**src/rtl/conv_out_axis_tx.sv**
```systemverilog
// conv_out_axis_tx: output stream controller for the convolution engine.
// Buffers convolved pixels from the MAC datapath in a small FIFO and sources
// them as an AXI4-Stream master. tuser marks the first beat of a frame and
// tlast marks the end of a packet. Upstream is throttled through pix_ready.
//
// Optional build macro: CONV_TX_ROW_TLAST_EN
//   defined   -> tlast on the last column of every output row (packet per row)
//   undefined -> tlast only on the final beat of the frame (packet per frame)
//
// Ports:
//   clk, reset_n          clock, synchronous active-low reset
//   start                 arms a new frame (only honoured in IDLE)
//   pix_valid/pix_data    pixel from the datapath
//   pix_ready             FIFO can accept a pixel this cycle
//   m_axis_*              AXI4-Stream master (tdata/tvalid/tready/tlast/tuser)
//   frame_done            one-cycle pulse after the final beat transfers
//   overflow              sticky: a pixel was dropped
//   current_state         FSM state for debug (IDLE=0 RUN=1 DRAIN=2 DONE=3)
module conv_out_axis_tx #(
  parameter int unsigned IMG_WIDTH  = 224,
  parameter int unsigned IMG_HEIGHT = 224,
  parameter int unsigned DATA_W     = 16,
  parameter int unsigned FIFO_DEPTH = 8
) (
  input  logic              clk,
  input  logic              reset_n,
  input  logic              start,
  input  logic              pix_valid,
  input  logic [DATA_W-1:0] pix_data,
  output logic              pix_ready,
  output logic [DATA_W-1:0] m_axis_tdata,
  output logic              m_axis_tvalid,
  input  logic              m_axis_tready,
  output logic              m_axis_tlast,
  output logic              m_axis_tuser,
  output logic              frame_done,
  output logic              overflow,
  output logic [1:0]        current_state
);

  localparam int unsigned OUT_W = IMG_WIDTH - 2;
  localparam int unsigned OUT_H = IMG_HEIGHT - 2;
  localparam int unsigned TOTAL = OUT_W * OUT_H;
  localparam int unsigned CNT_W = $clog2(TOTAL + 1);
  localparam int unsigned COL_W = (OUT_W > 1) ? $clog2(OUT_W) : 1;
  localparam int unsigned ROW_W = (OUT_H > 1) ? $clog2(OUT_H) : 1;
  localparam int unsigned PTR_W = $clog2(FIFO_DEPTH);
  localparam int unsigned OCC_W = PTR_W + 1;

  localparam logic [1:0] StIdle  = 2'd0;
  localparam logic [1:0] StRun   = 2'd1;
  localparam logic [1:0] StDrain = 2'd2;
  localparam logic [1:0] StDone  = 2'd3;

  logic [1:0]       state_q, state_d;
  logic [CNT_W-1:0] in_cnt_q;
  logic [COL_W-1:0] col_q;
  logic [ROW_W-1:0] row_q;
  logic [PTR_W-1:0] wr_q, rd_q;
  logic [OCC_W-1:0] occ_q;
  logic             overflow_q;

  logic [DATA_W-1:0] mem [FIFO_DEPTH];

  logic full;
  logic push;
  logic pop;
  logic drop;
  logic last_col;
  logic last_row;
  logic last_in;
  logic tlast_raw;

  always_comb begin
    full      = (occ_q == OCC_W'(FIFO_DEPTH));
    // Ready comes only from registered state, so a same-cycle pop on a full
    // FIFO does not open a slot for a push.
    pix_ready = (state_q == StRun) && !full;
    push      = pix_valid && pix_ready;
    m_axis_tvalid = (occ_q != '0);
    pop       = m_axis_tvalid && m_axis_tready;
    drop      = pix_valid && (((state_q == StRun) && !pix_ready) || (state_q == StDrain));
    last_col  = (col_q == COL_W'(OUT_W - 1));
    last_row  = (row_q == ROW_W'(OUT_H - 1));
    last_in   = (in_cnt_q == CNT_W'(TOTAL - 1));
  end

`ifdef CONV_TX_ROW_TLAST_EN
  assign tlast_raw = last_col;
`else
  assign tlast_raw = last_col && last_row;
`endif

  // Outputs are gated by tvalid so they read zero when idle or after reset.
  always_comb begin
    m_axis_tdata  = m_axis_tvalid ? mem[rd_q] : '0;
    m_axis_tlast  = m_axis_tvalid && tlast_raw;
    m_axis_tuser  = m_axis_tvalid && (row_q == '0) && (col_q == '0);
    frame_done    = (state_q == StDone);
    overflow      = overflow_q;
    current_state = state_q;
  end

  always_comb begin
    state_d = state_q;
    unique case (state_q)
      StIdle:  if (start) state_d = StRun;
      StRun:   if (push && last_in) state_d = StDrain;
      StDrain: if (pop && last_col && last_row) state_d = StDone;
      StDone:  state_d = StIdle;
      default: state_d = StIdle;
    endcase
  end

  always_ff @(posedge clk) begin
    if (!reset_n) begin
      state_q    <= StIdle;
      in_cnt_q   <= '0;
      col_q      <= '0;
      row_q      <= '0;
      wr_q       <= '0;
      rd_q       <= '0;
      occ_q      <= '0;
      overflow_q <= 1'b0;
    end else begin
      state_q <= state_d;
      if ((state_q == StIdle) && start) begin
        in_cnt_q   <= '0;
        col_q      <= '0;
        row_q      <= '0;
        wr_q       <= '0;
        rd_q       <= '0;
        occ_q      <= '0;
        overflow_q <= 1'b0;
      end else begin
        if (push) begin
          wr_q     <= wr_q + PTR_W'(1);
          in_cnt_q <= in_cnt_q + CNT_W'(1);
        end
        if (pop) begin
          rd_q <= rd_q + PTR_W'(1);
          if (last_col) begin
            col_q <= '0;
            row_q <= last_row ? '0 : row_q + ROW_W'(1);
          end else begin
            col_q <= col_q + COL_W'(1);
          end
        end
        if (push && !pop) begin
          occ_q <= occ_q + OCC_W'(1);
        end else if (pop && !push) begin
          occ_q <= occ_q - OCC_W'(1);
        end
        if (drop) begin
          overflow_q <= 1'b1;
        end
      end
    end
  end

  // Storage needs no reset; occupancy decides what is valid.
  always_ff @(posedge clk) begin
    if (push) begin
      mem[wr_q] <= pix_data;
    end
  end

endmodule

```
**config.mk**
```make
export PLATFORM = sky130hd
export DESIGN_NAME = conv_out_axis_tx
export DESIGN_NICKNAME = d
export VERILOG_FILES = /design/src/rtl/conv_out_axis_tx.sv
export SDC_FILE = /design/constraint.sdc
export NUM_CORES = 1
export LEC_CHECK = 0
export CAP_MARGIN = 20
export CORE_ASPECT_RATIO = 1.25
export CORE_MARGIN = 2
export CORE_UTILIZATION = 55
export CTS_CLUSTER_DIAMETER = 200
export CTS_CLUSTER_SIZE = 30
export DETAILED_ROUTE_END_ITERATION = 8
export DONT_BUFFER_PORTS = 1
export GPL_TIMING_DRIVEN = 0
export MAX_ROUTING_LAYER = met4
export PLACE_DENSITY = 0.7
export SYNTH_ARGS = -nofsm -noshare
export SYNTH_HDL_FRONTEND = slang
export SYNTH_SLANG_ARGS = --single-unit
```
**constraint.sdc**
```tcl
create_clock -name clk -period 3.3 [get_ports clk]
set_clock_uncertainty 0.05 [all_clocks]
set_input_delay 0.33 -clock clk [delete_from_list [all_inputs] [get_ports clk]]
set_output_delay 0.33 -clock clk [all_outputs]
set_load 0.02 [all_outputs]
```
# Yosys cells after proc, flatten, opt, wreduce, memory -nomap -nowiden
# Memories as Yosys holds them, arrays and structs flattened. A register that Yosys moved wholly into a read port is not among the register bits.
# Index checks and enable logic that the tools add are counted.
# word_totals
rom_bits	0
ff_bits	45
in_bits	21
ram_bits	128
wordCells	68
mem_count	1
output_inout_bits	24
latchBits	0
# mem_list
name	words	width	read_ports	rd_ports_with_merged_regs	wr	line_no	rtl
mem	8	16	1	1	1	63	logic [DATA_W-1:0] mem [FIFO_DEPTH];
# op_classes
n_bitwise	1
shifts	0
mul	0
add_sub_neg	7
eq_ne	10
n_lt_le_gt_ge	0
n_div	0
reduce_logical	28
mux	13
# op_table
op	n
adder 16 x 1 -> 16 bit, second input constant	1
adder 8 x 1 -> 8 bit, second input constant	2
== test 16 bit, second input constant	1
== test 8 bit, second input constant	2
logical NOT 8 bit	2
2-to-1 mux 16 bit	1
2-to-1 mux 8 bit	2
logical AND 1 bit	15
2-to-1 mux 4 bit	2
case mux 2 bit (4 select lines)	1
adder 3 x 1 -> 3 bit, second input constant	2
2-to-1 mux 2 bit	3
2-to-1 mux 3 bit	2
adder 4 x 1 -> 4 bit, second input constant	1
== test 2 bit, second input constant	2
== test 4 bit, second input constant	1
logical NOT 1 bit	4
!= test 2 x 1 -> 1 bit, second input constant	2
nonzero test 4 bit	1
subtractor 4 x 1 -> 4 bit, second input constant	1
AND reduction 3 bit	1
== test 2 x 1 -> 1 bit, second input constant	1
logical NOT 2 bit	1
2-to-1 mux 1 bit	2
6 further kinds	6

# Depth between registers and ports, before layout
# logic_depth
ltp_word	8
mapped_depth	13
ltp_nobuf	13

# Least setup slack after synthesis
# No wires, ideal clock.
# synth_path
path_kind	reg-to-reg
startpoint	register state_q[0], in the netlist current_state[0]
endpoint	memory mem[0][0] (enable)
path_buffers	0
arrival_ps	2639
synth_period_minus_slack_ps	3120
setup_slack_ps	180
t_required_ps	2820
path_stages_with_launch	5
cell_sequence	dfxtp_1 -> ha_1 -> and2_4 -> nand2_8 -> nor4_1
# synth_via
elab_chain_cells	5
# synth_rtl
element	line_no	rtl
start, declared	55	logic [1:0] state_q, state_d;
start signal, assigned	117	state_q <= StIdle;
start signal, assigned	126	state_q <= state_d;
== test 2 x 1 -> 1 bit	78	pix_ready = (state_q == StRun) && !full;
logical AND 1 bit	78	
net pix_ready	30	output logic pix_ready,
logical AND 1 bit	79	push = pix_valid && pix_ready;
2-to-1 mux 1 bit	163	if (push) begin
2-to-1 mux 1 bit (not written as such)	164	mem[wr_q] <= pix_data;
end, declared	63	
# The timed path passes the listed nets, and every way through them passes these cells.

# Worst setup path after layout
# layout_path
startpoint	register occ_q[0]
endpoint	register occ_q[3]
# layout_via
elab_chain_cells	7
word_cells_on_any_way	15
# layout_rtl
element	line_no	rtl
start, declared	60	logic [OCC_W-1:0] occ_q;
start signal, assigned	150	occ_q <= occ_q + OCC_W'(1);
start signal, assigned	152	occ_q <= occ_q - OCC_W'(1);
== test 4 bit (*)	75	full = (occ_q == OCC_W'(FIFO_DEPTH));
logical NOT 1 bit (*)	78	
logical AND 1 bit (*)	78	
net pix_ready	30	
logical AND 1 bit (*)	79	
net push	66	logic push;
logical NOT 1 bit	151	end else if (pop && !push) begin
logical AND 1 bit	151	
nonzero test 2 bit (no source line)	-	
# The timed path passes the listed nets; every way through them passes the cells marked *. The select of a mux whose other input is x is not followed.
# A chain may end at the register's enable or synchronous reset.

==> flow_summary.ini <==
[outcome]
status = finished, final reports clean

[worst_setup_path]
path_cells = or4b_4 > and2_4 > nand2_8 > inv_6 > ha_1 > inv_1 > ha_1 > a21o_1 > a21oi_1 > xnor2_1 > or3_1 > a21oi_1
crit_family = simple AND/OR/NAND/NOR gates
r2r_end = occ_q[3]
critPathCapture = occ_q[3]
setup.worst_path.start_class = register
crit_path_max_fanout = 8
critical-path-max-stage-delay_ps = 590
path_depth = 12
cp_slowest_cell = or4b_4
worstRegToRegCells = 12
worst-setup-path-type = reg -> reg
crit_arrival_ps = 3290
crit_start = occ_q[0]
cp.required_ps = 3600
end_kind = register
rrSetupSlack_ps = 300
crit_buf_inv = 2
rr_startpoint = occ_q[0]

[layout]
layout-drive-gt1-share = 0.179
final_util = 0.652
final_nets = 564
antenna_cells = 0
finalNonFillerCells = 705
area_delta_synth_final_pct = 14.7

[sta]
max_slew_margin = 0.342
worstMarginPinSlew_ps = 979
period_needed_ps = 3000
fin_ws_ps = 303
fmax_ghz = 0.334
grt_setup_unrepaired = false
setup_viol = 0
setup_tns_ps = 0
fin_crit_sh = 0.908
finalMaxSlewViolations = 0
hold_violations = 0

[synthesis]
synth_edf_count = 128
ys_ff_latch = 176
synthMuxAreaShare = 0.125
syn_avg_cell_area_um2 = 15.2
synth_warnings = 0
synth-compound-area-share = 0.0170
yosysUniqueCellTypes = 44
syn-instance-count = 479
synth_fa_ha_area_frac = 0.0320
synth_ff_type = edfxtp_1
synthArstFlopShare = 0
netlist_top_cells_count = edfxtp_1, nor2_1, dfxtp_1
yosys.area.top_type = edfxtp_1
synth-xor-area-share = 0.0410
yosys-top-cells-area = edfxtp_1, dfxtp_1, mux4_2, nor2_1, ha_1
syn_area_mm2 = 0.00727
synth_seq_area_share = 0.661
synth_top_family_by_area = multiplexers
synth_most_common_cell = edfxtp_1
yosysTopAreaCellShare = 0.529
synth_fp_nets = 518
synth-simple-area-share = 0.106

[power]
vdd_ir_drop_max_uv = 430
p_leak_nw = 2.68
p_per_area_mw_per_mm2 = 735

[drt]
wl_per_cell_um = 19.2
drtIter0Drc = 216
avgViaCountPerCell = 5.59
drt_wl_total_um = 13500
drc = 0
antenna_left = 0
vias = 3944
firstDrtPassIters = 4

[placed_design]
globalplace.congestion = 0.771
dp.cells = 657
dp_hpwl_um = 8970
io_buffers = 0
pre_cts_ws_ps = 313

[global_routing]
first_global_vias = 4104
grt_usage = 0.212
grt_overflow = 0
grt_pass1_wl_um = 21600
antenna_found_initial = 0
grt_max_degree = 18

[floorplan]
die_w_um = 107
dieArea_mm2 = 0.0142
fp.dieH_um = 133
std_cell_rows = 46
num_io_pins = 45
coreArea_mm2 = 0.0128
initial_utilization = 0.569

[clock_network]
htreeDepth = 4
post_cts_buffers = 0
clock_path_buffers = 2
numCtsBuffers = 17
clk_latency_ps = 420
cts_root_buf = clkbuf_16
cts_tree = done
cts.reportedPaths.clkPinSlew_ps = 60
cts.sinks = 176

[flow_run]
drv_cap = 0

[min_path]
worstHoldPathType = in -> reg
==> registers in the layout, indices dropped and copies added, names as in the netlist, named ones only <==
name           cells
mem              128
current_state      2
occ_q              4
wr_q               3
rd_q               3
in_cnt_q          16
overflow           1
col_q              8
row_q              8
==> logic make-up after synthesis <==
family,count (synthesis)
and+or+nand+nor,150
adders and majority gates,18
buffers and inverters,30
DFF,176
xor gates and xnor gates,34
AOI/OAI and AO/OA,20
muxes,51
==> worst min path at each step <==
stage / from / end / slack (ps) / depth (start not counted)
6_report: reset_n / current_state[1] / 10 / 2
4_1_cts: reset_n / current_state[1] / 0.04 / 2
3_5_place_dp: pix_data[12] / mem[1][12] / 380 / 0
5_1_grt: reset_n / current_state[1] / 8 / 2
2_1_floorplan: pix_data[0] / mem[0][0] / 380 / 0
3_3_place_gp: pix_data[12] / mem[2][12] / 380 / 0
==> report_power, final <==
group	total, mW	internal, mW	switching (mW)
sequential	2.59	2.48	0.112
combinational	1.68	0.603	1.08
clock	1.86	0.986	0.870
==> area by class of cell <==
class	instances	area [µm²]
clock buffer	17	425
sequential	176	4800
inverter	16	65.1
fill	956	4440
tap	168	210
timing repair buffer	27	272
multi-input combinational	273	2370
clock inverter	14	126
buffer	14	61.3
==> worst register-to-register path: cells and delay by family, from the launching register on <==
kind | cells | cell delay [ps]
buffers and inverters | 2 | 180
XOR/XNOR | 1 | 90
adder cells (fa/ha/maj) | 2 | 470
AND/OR/NAND/NOR | 4 | 1260
AO/OA/AOI/OAI | 3 | 490
flip-flops | 1 | 390
==> layout by cell type (no fill, tap or decap), drive strengths merged, types with 2 or more instances in the layout <==
cell type    netlist  routed
or3                3       3
and2               3       3
nand4b             2       2
dfxtp             48      48
nor3              11      11
and4               2       2
clkbuf             8      25
nand2             27      27
a21oi             11      11
and3               4       4
ha                17      17
mux2i             19      19
nor2              61      61
dlygate4sd3        0      17
buf                6      16
inv               16      23
xnor2             19      19
mux4              32      32
xor2              15      15
nor4b              3       3
nand4              9       9
nand2b             3       3
edfxtp           128     128
clkinv             0       2
nor4               9       9
nand3             11      11
clkinvlp           0       5
o21ai              4       4
==> per-stage QoR <==
step / instance area [µm²] / total power, mW / hold slack (ps)
6_report: 8340 / 6.13 / 10.6
3_3_place_gp: 7480 / 4.23 / 379
3_5_place_dp: 7610 / 4.31 / 379
4_1_cts: 8340 / 6.20 / 0.0376
2_1_floorplan: 7270 / 3.93 / 379
5_1_grt: 8340 / 6.43 / 7.89
==> timing repair <==
item | 4_1_cts | 5_1_grt
hold buffers | 17 | 0
endpoints found under the hold margin | 129 | 0
resized for setup | 0 | 0
==> metal layers <==
layer	track usage	part of all wire
met5	-	0
met4	0.0844	0.020
met3	0.0468	0.050
met2	0.352	0.53
met1	0.252	0.40
No activity file was read; power rests on OpenSTA's default activity.
